==> config.mk <==
export PLATFORM = sky130hd
export DESIGN_NAME = softmax_rowmax_sub
export DESIGN_NICKNAME = d
export VERILOG_FILES = /design/src/rtl/softmax_rowmax_sub.sv
export SDC_FILE = /design/constraint.sdc
export NUM_CORES = 2
export LEC_CHECK = 0
export CAP_MARGIN = 20
export CELL_PAD_IN_SITES_DETAIL_PLACEMENT = 2
export CELL_PAD_IN_SITES_GLOBAL_PLACEMENT = 2
export CORE_MARGIN = 2
export CORE_UTILIZATION = 50
export DETAILED_ROUTE_END_ITERATION = 8
export MAX_ROUTING_LAYER = met4
export PLACE_DENSITY_LB_ADDON = 0.2
export REMOVE_ABC_BUFFERS = 1
export SLEW_MARGIN = 30
export SYNTH_ARGS = -nofsm -noshare
export SYNTH_HDL_FRONTEND = slang
export SYNTH_SLANG_ARGS = --single-unit
export TNS_END_PERCENT = 20
==> constraint.sdc <==
create_clock -name clk -period 11.79 [get_ports clk]
set_input_delay 2.358 -clock clk [delete_from_list [all_inputs] [get_ports clk]]
set_output_delay 2.358 -clock clk [all_outputs]
set_load 0.005 [all_outputs]
==> src/rtl/softmax_rowmax_sub.sv <==
// Row-max subtraction ahead of softmax: buffers each score row in a ping-pong
// bank pair and streams saturated (q - rowmax) values, so every output is <= 0.
module softmax_rowmax_sub #(
    parameter int D_W_ACC      = 32,
    parameter int MATRIXSIZE_W = 16,
    parameter int N            = 32
) (
    input  logic                      clk,
    input  logic                      rst,
    input  logic signed [D_W_ACC-1:0] qin_tdata,
    input  logic                      qin_tvalid,
    output logic                      qin_tready,
    input  logic                      qin_tlast,
    output logic signed [D_W_ACC-1:0] qout_tdata,
    output logic                      qout_tvalid,
    input  logic                      qout_tready,
    output logic                      qout_tlast,
    output logic                      frame_err
);

    localparam int AW = (N > 1) ? $clog2(N) : 1;
    localparam logic [MATRIXSIZE_W-1:0] LAST_IDX = MATRIXSIZE_W'(N - 1);

    typedef enum logic [1:0] {
        B_EMPTY    = 2'd0,
        B_FILLING  = 2'd1,
        B_FULL     = 2'd2,
        B_DRAINING = 2'd3
    } bank_state_e;

    bank_state_e                bank_q [2];
    bank_state_e                bank_d [2];
    logic signed [D_W_ACC-1:0]  max_q  [2];
    logic signed [D_W_ACC-1:0]  max_d  [2];
    logic signed [D_W_ACC-1:0]  mem    [2][N];

    logic                       wsel_q, wsel_d, rsel_q, rsel_d;
    logic [MATRIXSIZE_W-1:0]    wcol_q, wcol_d, wrow_q, wrow_d;
    logic [MATRIXSIZE_W-1:0]    rcol_q, rcol_d, rrow_q, rrow_d;
    logic signed [D_W_ACC-1:0]  qout_tdata_q, qout_tdata_d;
    logic                       qout_tvalid_q, qout_tvalid_d;
    logic                       qout_tlast_q, qout_tlast_d;
    logic                       frame_err_q, frame_err_d;

    logic                       wr_fire_s, rd_fire_s, rd_avail_s;
    logic signed [D_W_ACC-1:0]  rd_elem_s;

    // Subtract in one extra bit, then clamp to the signed D_W_ACC range.
    function automatic logic signed [D_W_ACC-1:0] sat_sub(
        input logic signed [D_W_ACC-1:0] a,
        input logic signed [D_W_ACC-1:0] b
    );
        logic signed [D_W_ACC:0] diff;
        logic signed [D_W_ACC-1:0] res;
        diff = {a[D_W_ACC-1], a} - {b[D_W_ACC-1], b};
        if (diff[D_W_ACC] != diff[D_W_ACC-1]) begin
            res = diff[D_W_ACC] ? {1'b1, {(D_W_ACC-1){1'b0}}}
                                : {1'b0, {(D_W_ACC-1){1'b1}}};
        end else begin
            res = diff[D_W_ACC-1:0];
        end
        return res;
    endfunction

    assign qout_tdata  = qout_tdata_q;
    assign qout_tvalid = qout_tvalid_q;
    assign qout_tlast  = qout_tlast_q;
    assign frame_err   = frame_err_q;

    // Handshake qualifiers and the combinational read of the drain bank.
    always_comb begin
        qin_tready = (bank_q[wsel_q] == B_EMPTY) || (bank_q[wsel_q] == B_FILLING);
        rd_avail_s = (bank_q[rsel_q] == B_FULL) || (bank_q[rsel_q] == B_DRAINING);
        wr_fire_s  = qin_tvalid && qin_tready;
        rd_fire_s  = rd_avail_s && (!qout_tvalid_q || qout_tready);
        rd_elem_s  = mem[rsel_q][rcol_q[AW-1:0]];
    end

    // Next-state for both bank pointers, max registers and the output stage.
    // Write and read always target different banks, so their updates never collide.
    always_comb begin
        bank_d        = bank_q;
        max_d         = max_q;
        wsel_d        = wsel_q;
        rsel_d        = rsel_q;
        wcol_d        = wcol_q;
        wrow_d        = wrow_q;
        rcol_d        = rcol_q;
        rrow_d        = rrow_q;
        qout_tdata_d  = qout_tdata_q;
        qout_tvalid_d = qout_tvalid_q;
        qout_tlast_d  = qout_tlast_q;
        frame_err_d   = frame_err_q;

        if (wr_fire_s) begin
            if (wcol_q == '0) begin
                max_d[wsel_q] = qin_tdata;
            end else if (qin_tdata > max_q[wsel_q]) begin
                max_d[wsel_q] = qin_tdata;
            end else begin
                max_d[wsel_q] = max_q[wsel_q];
            end
            if (qin_tlast != ((wrow_q == LAST_IDX) && (wcol_q == LAST_IDX))) begin
                frame_err_d = 1'b1;
            end else begin
                frame_err_d = frame_err_q;
            end
            if (wcol_q == LAST_IDX) begin
                bank_d[wsel_q] = B_FULL;
                wsel_d         = ~wsel_q;
                wcol_d         = '0;
                wrow_d         = (wrow_q == LAST_IDX) ? '0 : wrow_q + MATRIXSIZE_W'(1);
            end else begin
                bank_d[wsel_q] = B_FILLING;
                wcol_d         = wcol_q + MATRIXSIZE_W'(1);
            end
        end else begin
            wcol_d = wcol_q;
        end

        if (rd_fire_s) begin
            qout_tdata_d  = sat_sub(rd_elem_s, max_q[rsel_q]);
            qout_tvalid_d = 1'b1;
            qout_tlast_d  = (rrow_q == LAST_IDX) && (rcol_q == LAST_IDX);
            if (rcol_q == LAST_IDX) begin
                bank_d[rsel_q] = B_EMPTY;
                rsel_d         = ~rsel_q;
                rcol_d         = '0;
                rrow_d         = (rrow_q == LAST_IDX) ? '0 : rrow_q + MATRIXSIZE_W'(1);
            end else begin
                bank_d[rsel_q] = B_DRAINING;
                rcol_d         = rcol_q + MATRIXSIZE_W'(1);
            end
        end else if (qout_tready) begin
            qout_tvalid_d = 1'b0;
        end else begin
            qout_tvalid_d = qout_tvalid_q;
        end
    end

    // Row storage; contents need no reset since bank state gates every read.
    always_ff @(posedge clk) begin
        if (wr_fire_s) begin
            mem[wsel_q][wcol_q[AW-1:0]] <= qin_tdata;
        end
    end

    // State registers with synchronous reset.
    always_ff @(posedge clk) begin
        if (rst) begin
            for (int b = 0; b < 2; b++) begin
                bank_q[b] <= B_EMPTY;
                max_q[b]  <= '0;
            end
            wsel_q        <= 1'b0;
            rsel_q        <= 1'b0;
            wcol_q        <= '0;
            wrow_q        <= '0;
            rcol_q        <= '0;
            rrow_q        <= '0;
            qout_tdata_q  <= '0;
            qout_tvalid_q <= 1'b0;
            qout_tlast_q  <= 1'b0;
            frame_err_q   <= 1'b0;
        end else begin
            for (int b = 0; b < 2; b++) begin
                bank_q[b] <= bank_d[b];
                max_q[b]  <= max_d[b];
            end
            wsel_q        <= wsel_d;
            rsel_q        <= rsel_d;
            wcol_q        <= wcol_d;
            wrow_q        <= wrow_d;
            rcol_q        <= rcol_d;
            rrow_q        <= rrow_d;
            qout_tdata_q  <= qout_tdata_d;
            qout_tvalid_q <= qout_tvalid_d;
            qout_tlast_q  <= qout_tlast_d;
            frame_err_q   <= frame_err_d;
        end
    end

endmodule

==> impl_metrics.csv <==
group,metric,value,unit
logic_synthesis,netlist_instances,4203,
place,placed_cell_area,0.09214,mm²
floorplanning,num_rows,153,
critical_path,worstSetupStartpointType,"flop",
layout,final_layout_size_suffix_gt1_share,28.16,%
layout,fin_cells,6941,
logic_synthesis,synth_ff_type,"edfxtp_1",
route,via_per_inst,6.926,
route,drc,0,
logic_synthesis,synth-compound-area-share,2.641,%
global_route,first_global_vias,50920,
sta,period_needed,7199,ps
place,finalWeightedCongestion,0.8319,
hold_path,min_to,"frame_err",
clock_tree,cts.clk_slew.worst_paths,60,ps
logic_synthesis,ys_ff_latch,2216,
logic_synthesis,avgSynthCellArea,20.93,µm²
logic_synthesis,synth_edf_count,2048,
logic_synthesis,synth_area_leaders,"edfxtp_1, mux4_2, dfxtp_1",
route,vias,48070,
clock_tree,postCtsHoldBufs,0,
critical_path,max_stage_delay,790,ps
critical_path,critPathCaptureType,"flop",
logic_synthesis,netlist.area_leader.share,69.89,%
sta,max_slew.worst_pin.slew,1030,ps
status,status,"complete, no violations",
clock_tree,cts_resized,0,
critical_path,r2r_end,"qout_tdata[2]",
global_route,grt_antenna_before_repair,15,
floorplanning,die_h,423.5,µm
hold_path,hp-start,"frame_err",
sta,relSlewSlack,31.34,%
critical_path,path_cells,"buf_4, buf_12, mux4_2, mux4_2, mux2_2, a21oi_1, ha_1, inv_1, fa_1, a211oi_2, o21ai_1, a211o_1, a31o_2, and3_1, o41a_1, o21ai_0, a211oi_1",
logic_synthesis,netlist_area,0.08799,mm²
critical_path,arrival,7890,ps
pwr,power_leakage,29.75,nW
place,portBuffers,72,
sta,max_clock_freq,138.9,MHz
pwr,p_per_area,165.8,mW/mm²
clock_tree,ctsLongestPathBuffers,3,
critical_path,critical_path_buf_inv_count,3,
logic_synthesis,synth_top_family_by_area,"multiplexers",
layout,final_nets,4522,
critical_path,path_common_cell,"mux4_2",
critical_path,rr_worst_depth,17,
route,wl,314800,µm
critical_path,cp_slowest_cell,"dfxtp_4",
run,drv_cap,0,
logic_synthesis,synth_cell_type_count,72,
floorplanning,floorplan.initialDensity,50.45,%
logic_synthesis,ys_warn_count,0,
layout,fin_util,56.92,%
clock_tree,clk_latency,900,ps
logic_synthesis,yosysSeqAreaShare,73.72,%
critical_path,worstPathRequired,12490,ps
sta,setup_slack,4591,ps
logic_synthesis,synth-simple-area-share,2.378,%
logic_synthesis,async_reset_ff_share,0,%
floorplanning,design.die.area,0.1794,mm²
pwr,worst_ir_drop_vdd,0.1529,mV
route,ant_nets,0,
floorplanning,die_w,423.5,µm
critical_path,path_class,"flop to flop",
sta,fin_crit_sh,61.06,%
global_route,grt_max_degree,113,
clock_tree,cts_buffers,227,
global_route,grt_overflow_total,0,
critical_path,worst-r2r-setup-slack,4590,ps
sta,hold_viol_final,0,
logic_synthesis,synthXorXnorAreaFrac,0.8461,%
logic_synthesis,synth.area.mux_share,17.93,%
critical_path,crit_fanout,76,
clock_tree,post-cts-setup-buffers,0,
sta,rsz0062_at_grt,"false",
logic_synthesis,synth_fa_ha_area_share,1.276,%
route,dr.pass1.iters,5,
place,dp.cells,6508,
layout,synthToLayoutAreaGrowth,12.82,%
hold_path,hold_class,"flop to flop",
clock_tree,cts_sinks,2216,
floorplanning,boundaryPins,73,
global_route,grt_usage,36.55,%
clock_tree,h-tree-depth,4,
hold_path,hold_depth,2,
route,wl_per_cell,45.36,µm
place,place.detailed.hpwl,173000,µm
sta,finalClockSkew,40.92,ps
floorplanning,core_area,0.1744,mm²
clock_tree,clock-root-buffer,"clkbuf_16",
route,drt_iter0_drc,7580,
critical_path,path_delay_family,"compound AO/OA/AOI/OAI gates",
sta,setup_viol_count_final,0,
global_route,grt_pass1_wl,435000,µm
sta,slew_viol_final,0,
logic_synthesis,yosysTopAreaCell,"edfxtp_1",
place,dp_slack,4765,ps
clock_tree,cts_tree,"done",
layout,design_area,0.09927,mm²
==> synthesized netlist by cell type, drive strengths merged (11+ instances only) <==
| master | number |
|---|---|
| nand4 | 35 |
| a21o | 23 |
| edfxtp | 2048 |
| ha | 71 |
| nor2 | 191 |
| o21ai | 47 |
| nand2 | 110 |
| inv | 24 |
| a21oi | 131 |
| nand3 | 30 |
| o211ai | 14 |
| buf | 109 |
| clkbuf | 121 |
| a211oi | 36 |
| a31oi | 66 |
| maj3 | 19 |
| dfxtp | 168 |
| or3 | 11 |
| xnor2 | 36 |
| nor3 | 22 |
| mux4 | 662 |
| mux2i | 75 |
| xor2 | 49 |
==> stage by stage <==
stage / power [mW] / setup TNS (ps) / hold WS [ps]
6_report: 16.46 / 0 / 468.5
5_1_grt: 16.80 / 0 / 521.9
4_1_cts: 16.49 / 0 / 476.6
3_5_place_dp: 9.454 / 0 / 463.0
3_3_place_gp: 9.393 / 0 / 459.1
2_1_floorplan: 9.117 / -503100 / 451.9
==> report_power, final <==
group / leakage [nW] / internal, mW / switching, mW
sequential: 19.8 / 8.61 / 0.0202
clock: 3.48 / 3.90 / 3.24
combinational: 6.48 / 0.194 / 0.499
total: 29.7 / 12.7 / 3.76
==> cell families after synthesis <==
family | count (synthesis)
flops | 2216
mux | 747
simple gates | 458
compound gates | 352
buf+inv | 254
fa+ha+maj | 91
xor+xnor | 85
==> worst max path at each step <==
stage,slack [ps],end,cells past startpoint,start
after detailed placement,4760,qout_tdata[2],17,flop
after CTS,4610,qout_tdata[2],17,flop
final,4590,qout_tdata[2],17,flop
after global placement,5100,qout_tdata[1],17,flop
after global routing,4370,qout_tdata[13],17,flop
after floorplan,-13840,qout_tdata[10],13,flop
==> flip-flops by register name (all words and copies together) (netlist names), named ones only <==
register     flops
rsel_q           1
wrow_q          16
qout_tvalid      1
qout_tdata      32
rrow_q          16
mem           2048
wcol_q          16
frame_err        1
wsel_q           1
max_q           64
qout_tlast       1
bank_q           2
rcol_q          16
==> area by class of cell <==
class,instances,area [µm²]
Tap cell,2325,2909
Clock buffer,307,6218
Multi-Input combinational cell,1733,22560
Fill cell,14170,75130
Sequential cell,2216,64890
Inverter,24,90.09
Clock inverter,119,853.3
Antenna cell,6,15.01
Timing Repair Buffer,211,1730
==> per-layer routing <==
metal  share of wire [%]  GRT usage, %  routed length (µm)  vias up
met5                   0             -                   0        -
met4                 3.7         12.45               11660        0
met3                 8.7         6.011               27360      615
met2                  50         59.38              157300     3090
met1                  38         47.28              118500    26350
li1                    -             -                   -    18010
==> worst min-delay path, cell delays in order (launching register included) <==
cell and delay (ps):
dfxtp_1 320, a21oi_1 40, nor2_1 70
==> cell usage in the layout (no fill, tap or decap), drive strengths merged, types with 14 or more instances in the layout <==
| cell type | n |
|---|---|
| xnor2 | 36 |
| clkbuf | 307 |
| clkinv | 101 |
| a21o | 23 |
| nor3 | 22 |
| o211ai | 14 |
| nand4 | 35 |
| xor2 | 49 |
| mux4 | 662 |
| o21ai | 47 |
| nand3 | 30 |
| nor2 | 191 |
| clkdlybuf4s50 | 39 |
| nand2 | 110 |
| edfxtp | 2048 |
| maj3 | 19 |
| a21oi | 131 |
| dfxtp | 168 |
| mux2i | 75 |
| inv | 31 |
| ha | 71 |
| buf | 172 |
| a31oi | 66 |
| a211oi | 36 |
Note: power is estimated with default switching activity, not from simulation.
